==> config.mk <==
export PLATFORM = sky130hd
export DESIGN_NAME = layer_sequencer
export DESIGN_NICKNAME = d
export VERILOG_FILES = /design/src/rtl/layer_sequencer.sv
export SDC_FILE = /design/constraint.sdc
export NUM_CORES = 1
export LEC_CHECK = 0
export ABC_AREA = 1
export BUFFER_PORTS_ARGS = -buffer_cell sky130_fd_sc_hd__buf_2
export CORE_MARGIN = 2
export CORE_UTILIZATION = 40
export DETAILED_ROUTE_END_ITERATION = 12
export GPL_TIMING_DRIVEN = 0
export PLACE_DENSITY = 0.88
export RECOVER_POWER = 25
export SLEW_MARGIN = 10
export SYNTH_ARGS = -nofsm -noshare
export SYNTH_HDL_FRONTEND = slang
export SYNTH_SLANG_ARGS = --single-unit
==> constraint.sdc <==
create_clock -name clk -period 3.9 [get_ports clk]
set_input_delay 0.78 -clock clk [delete_from_list [all_inputs] [get_ports clk]]
set_output_delay 0.78 -clock clk [all_outputs]
set_load 0.05 [all_outputs]
==> src/rtl/layer_sequencer.sv <==
// layer_sequencer: sequences CNN layers through load/start/run, arbitrates weight/bias reads, flags interrupt and sequencing errors
module layer_sequencer #(
  parameter int NUM_LAYERS = 2,
  parameter int ADDR_W = 16,
  parameter int IDX_W = 3
) (
  input  logic                         clk,
  input  logic                         rst,
  input  logic                         pixel_store_done,
  input  logic [NUM_LAYERS-1:0]        weight_store_done,
  input  logic [NUM_LAYERS-1:0]        bias_store_done,
  input  logic [IDX_W-1:0]             last_layer,
  input  logic [NUM_LAYERS-1:0]        layer_calculation_done,
  input  logic [NUM_LAYERS-1:0]        layer_read_weight_signal,
  input  logic [NUM_LAYERS-1:0]        layer_read_bias_signal,
  input  logic [NUM_LAYERS*ADDR_W-1:0] layer_read_weight_addr,
  input  logic [NUM_LAYERS*ADDR_W-1:0] layer_read_bias_addr,
  input  logic                         interrupt_clear,
  output logic [NUM_LAYERS-1:0]        layer_start,
  output logic [IDX_W-1:0]             active_layer,
  output logic                         read_weight_signal_data,
  output logic                         read_bias_signal_data,
  output logic [ADDR_W-1:0]            read_weight_addr_data,
  output logic [ADDR_W-1:0]            read_bias_addr_data,
  output logic                         busy,
  output logic                         interrupt_signal,
  output logic                         seq_error
);
  typedef enum logic [2:0] {IDLE, WAIT_LOAD, START, RUN, DONE} state_t;
  localparam logic [IDX_W-1:0] MAX_IDX = IDX_W'(NUM_LAYERS - 1);
  state_t state_q, state_d;
  logic [IDX_W-1:0] active_q, active_d, last_q, last_d;
  logic [NUM_LAYERS-1:0] start_q, start_d, act_oh;
  logic busy_q, busy_d, irq_q, irq_d, err_q, err_d;
  logic loaded, cur_done, irq_set, err_set, run;
  assign act_oh = NUM_LAYERS'(1) << active_q;
  assign run = state_q == RUN;
  assign loaded = |(weight_store_done & bias_store_done & act_oh);
  assign cur_done = |(layer_calculation_done & act_oh);
  assign irq_set = run && cur_done && active_q >= last_q;
  assign err_set = run ? |(layer_calculation_done & ~act_oh) : |layer_calculation_done;
  always_comb begin
    state_d = state_q;
    active_d = active_q;
    last_d = last_q;
    case (state_q)
      IDLE: if (pixel_store_done) begin
        state_d = WAIT_LOAD;
        active_d = '0;
        last_d = (last_layer > MAX_IDX) ? MAX_IDX : last_layer;
      end
      WAIT_LOAD: state_d = loaded ? START : WAIT_LOAD;
      START: state_d = RUN;
      RUN: if (cur_done) begin
        state_d = irq_set ? DONE : WAIT_LOAD;
        active_d = irq_set ? active_q : active_q + IDX_W'(1);
      end
      DONE: state_d = interrupt_clear ? IDLE : DONE;
      default: state_d = IDLE;
    endcase
    start_d = (state_q == WAIT_LOAD && loaded) ? act_oh : '0;
    busy_d = state_d inside {WAIT_LOAD, START, RUN};
    irq_d = irq_set | (irq_q & ~interrupt_clear);
    err_d = err_set | (err_q & ~(interrupt_clear & (state_q == IDLE || state_q == DONE)));
  end
  always_ff @(posedge clk or posedge rst) begin
    if (rst) begin
      state_q <= IDLE;
      active_q <= '0;
      last_q <= '0;
      start_q <= '0;
      busy_q <= 1'b0;
      irq_q <= 1'b0;
      err_q <= 1'b0;
    end else begin
      state_q <= state_d;
      active_q <= active_d;
      last_q <= last_d;
      start_q <= start_d;
      busy_q <= busy_d;
      irq_q <= irq_d;
      err_q <= err_d;
    end
  end
  always_comb begin
    read_weight_signal_data = run && |(layer_read_weight_signal & act_oh);
    read_bias_signal_data = run && |(layer_read_bias_signal & act_oh);
    read_weight_addr_data = '0;
    read_bias_addr_data = '0;
    for (int i = 0; i < NUM_LAYERS; i++) begin
      if (run && active_q == IDX_W'(i)) begin
        read_weight_addr_data = layer_read_weight_addr[i*ADDR_W +: ADDR_W];
        read_bias_addr_data = layer_read_bias_addr[i*ADDR_W +: ADDR_W];
      end
    end
  end
  assign layer_start = start_q;
  assign active_layer = active_q;
  assign busy = busy_q;
  assign interrupt_signal = irq_q;
  assign seq_error = err_q;
endmodule

* Word-level counts from Yosys, hierarchy flattened
Cells that the tools add are included.
Storage, ports and cells: input port bits 81, output and inout port bits 42, register bits 14, word-level logic and storage cells 73
Cells by class: shift-type cells 1, magnitude comparators 2, $add $sub $neg 1, bitwise gates (word level) 14, reduce and logical (&&, ||, !) cells 20, eq/ne operators 11, multiplexer cells 17
Operators with widths (number):
- $mux 16 | 4
- $mux 3 | 8
- $pmux 3 s5 | 1
- $and 2x2->2 | 6
- $eq 3x2->1 const B | 4
- $reduce_or 2->1 | 6
- $eq 3x1->1 const B | 3
- $logic_and 1x1->1 | 7
- $logic_not 3->1 | 2
- $ne 2x2->1 const B | 3
- $pmux 3 s2 | 1
- $mux 2 | 2
- $reduce_and 4->1 | 1
- $add 3x1->3 const B | 1
- $and 1x1->1 | 3
- $eq 3x3->1 const B | 1
- $ge 3x3->1 | 1
- $gt 3x1->1 const B | 1
- $reduce_bool 3->1 | 1
- $shl 1x3->2 const A | 1
- $not 1->1 | 2
- $not 2->2 | 1
- $or 1x1->1 | 2
- $reduce_and 2->1 | 1
- 3 further kinds | 3

* Depth between registers and ports, before layout
depth after elaboration 10, gate-level depth with buffers 10, depth with buffers taken out 10

* Least setup slack after synthesis
No wires, ideal clock.
kind register to output, start register active_q[0] (netlist: active_layer[0]), end output port read_bias_addr_data[0], buffers on the path 1, cell stages (with the launch flop) 8, setup slack 1248 ps, arrival time 1872 ps, data required time 3120 ps, cells stage by stage dfrtp_1 inv_1 ha_1 nand2_2 nor2_4 buf_4 nand3_1 nand2_1
Between the ends: cells in the longest elaborated chain, start to end 4, elaborated cells on any way between the ends 6, those cells by class 1 x eq/ne; 2 x mux; 3 x reduce/logical
Ends and longest elaborated chain:
- start, declared | RTL line 32 | logic [IDX_W-1:0] active_q, active_d, last_q, last_d;
- start signal, assigned | RTL line 77 | active_q <= active_d;
- $logic_not 3->1 | RTL line 91 | if (run && active_q == IDX_W'(i)) begin
- $logic_and 1x1->1 | RTL line 91
- $mux 16 | RTL line 91
- $mux 16 * | RTL line 91
- end, declared | RTL line 24 | output logic [ADDR_W-1:0] read_bias_addr_data,
Mark *: on every way between the ends. The rest lies on a longest branch, timed or not.

* Final worst setup path
start register active_q[0] (netlist: active_layer[0]), end output port read_bias_addr_data[8]
The elaborated chain is that of the path after synthesis.

==> impl_metrics.yaml <==
global_routing:
  grt_usage: 0.187
  grt_pass1_wl_um: 5440
  grt_pass1_vias: 1377
  grt_max_degree: 15
  antenna_found_initial: 0
  grt.overflow.total: 0
worst_setup_path:
  r2r_cells: 9
  r2r-end: "active_layer[2]$_DFFE_PP0P_"
  crit_type: "reg -> out"
  crit_path_start_kind: "flip-flop"
  r2r-start: "active_layer[2]$_DFFE_PP0P_"
  path_max_fanout: 10
  required_ns: 3.12
  critPathArrivalTime_ns: 2.01
  cp-startpoint: "active_layer[0]$_DFFE_PP0P_"
  rrSetupSlack_ns: 2.21
  crit_path_end_kind: "output pin"
routing:
  vias: 1779
  wirelength_um: 3940
  wl_per_cell_um: 10.3
  drtIter0Drc: 57
  vias_per_cell: 4.64
  drtAntennaViolNets: 0
  drcViolationCount: 0
  dr.pass1.iters: 4
cells_and_area:
  multi_input_area_sq_um: 863
  regArea_sq_um: 350
  design_area_sq_um: 2040
  final_cell_mix: "buf_2 (125), nand2_1 (89), nand3_1 (43)"
  drive_gt1_frac: 0.442
  area_growth_pct: 51.3
  final_common_cell: "buf_2"
  fillers: 322
  antenna_cells: 0
  final_util: 0.620
  final_nets: 426
timing:
  tns_ns: 0
  rsz0062_at_grt: "false"
  slew_headroom: 0.654
  finalHoldViolCount: 0
  worst_slack_ns: 1.11
  max_freq_ghz: 0.358
  layout_min_cycle_time_ns: 2.79
  skew_ns: 0.00549
  period_share: 0.716
  slew_viol_final: 0
  tightest_slew_ns: 0.519
  setup-violations-final: 0
clock_tree:
  cts_root_buf: "clkbuf_4"
  htree_levels: 1
  cts_made_buffers: 3
  clkLatencyLatePin_ns: 0.29
  clock_path_buffers: 2
  cts_sinks: 14
  cts_resized: 0
  clk_pin_slew_worst_paths_ns: 0.08
  cts_tree: "built"
  cts_hold_buf: 0
  cts_setup_buffers: 0
status:
  status: "completed"
min_path:
  min_to: "interrupt_signal$_DFF_PP0_"
  hp-start: "interrupt_signal$_DFF_PP0_"
  hold_path_class: "reg -> reg"
  whs_path_depth: 2
yosys:
  synth_warnings: 0
  synth_seq_area_share: 0.260
  netlist_top_cells_area: "dfrtp_1 (26%), nand2_1 (25%), nand3_1 (16%)"
  synth_top_area_frac: 0.260
  yosysUniqueCellTypes: 22
  avgSynthCellArea_sq_um: 6.35
  synth_top_area_cell: "dfrtp_1"
  synthesis.nets: 299
  ys_seq_elements: 14
  syn_inst: 212
  syn_area_sq_um: 1350
placement:
  dpl.hpwl_um: 3260
  io_buffers: 122
  gp_congestion: 0.773
  dp_slack_ns: 1.39
  post_dp_cell_area_sq_um: 2010
pwr:
  vdd_drop_max_mv: 0.336
  p_leak_nw: 1.35
  power_mw: 1.30
  power.density_nw_per_um2: 636
floorplan:
  dieArea_sq_um: 3850
  num_rows: 21
  ioPinCount: 123
  start_util: 0.410
  coreArea_sq_um: 3280
  die_y_um: 62.0
  die_x_um: 62.0
job:
  drv_cap: 0
==> worst max-delay path by stage <==
stage                                   to  slack, ns  depth (start not counted)
floorplan           read_bias_addr_data[0]       1.25                          7
global placement    read_bias_addr_data[8]       1.41                          8
detailed placement  read_bias_addr_data[8]       1.39                          8
CTS                 read_bias_addr_data[8]       1.08                          8
global route        read_bias_addr_data[1]       0.94                          8
finish              read_bias_addr_data[8]       1.11                          8
==> layer usage <==
metal	up-vias	global-route usage	part of all wire
met3	5	0.0290	0.079
met4	0	0.0547	0.010
met5	-	0	0
met2	61	0.378	0.52
met1	779	0.192	0.39
li1	934	-	-
==> where the power goes <==
part	total, mW	switching [mW]	internal, mW
Sequential	0.221	0.0370	0.184
Clock	0.0816	0.0456	0.0359
Combinational	0.993	0.735	0.258
==> Yosys cell counts, drive strengths merged <==
library cell,number
inv,15
nand2,93
dfrtp,14
a21oi,1
buf,9
ha,6
nand3,48
a22o,2
nand4,2
clkinv,1
nor3,2
o21ai,3
nor2,15
xnor2,1
==> kinds of logic after synthesis <==
family	after synthesis	synth area share
and+or+nand+nor	160	0.548
buffers and inverters	25	0.0985
DFF	14	0.260
AOI/OAI and AO/OA	6	0.0307
adders and majority gates	6	0.0558
xor gates and xnor gates	1	0.00651
==> layout make-up <==
class	instances	share of cell area
tap	46	0.0283
sequential	14	0.172
inverter	16	0.0301
buffer	9	0.0350
clock buffer	3	0.0111
timing repair buffer	122	0.300
multi-input combinational	173	0.424
==> state kept, by name (all words and copies together), names as in the netlist <==
register and cells:
state_q 3, last_q 3, active_layer 3, busy 1, layer_start 2, interrupt_signal 1
seq_error 1
==> metrics by stage <==
stage / hold slack [ns] / cells
6_report: 0.483 / 383
5_1_grt: 0.521 / 383
4_1_cts: 0.488 / 383
3_5_place_dp: 0.460 / 380
3_3_place_gp: 0.462 / 380
2_1_floorplan: 0.457 / 212
==> critical path, stage by stage (launching register included) <==
cell and delay [ns]:
dfrtp_1 0.49, inv_1 0.25, ha_1 0.20, nand2_2 0.07, nor2_4 0.13, buf_4 0.19
nand3_1 0.07, nand2_1 0.08, buf_2 0.26
Power figures use the tool's default switching activity.
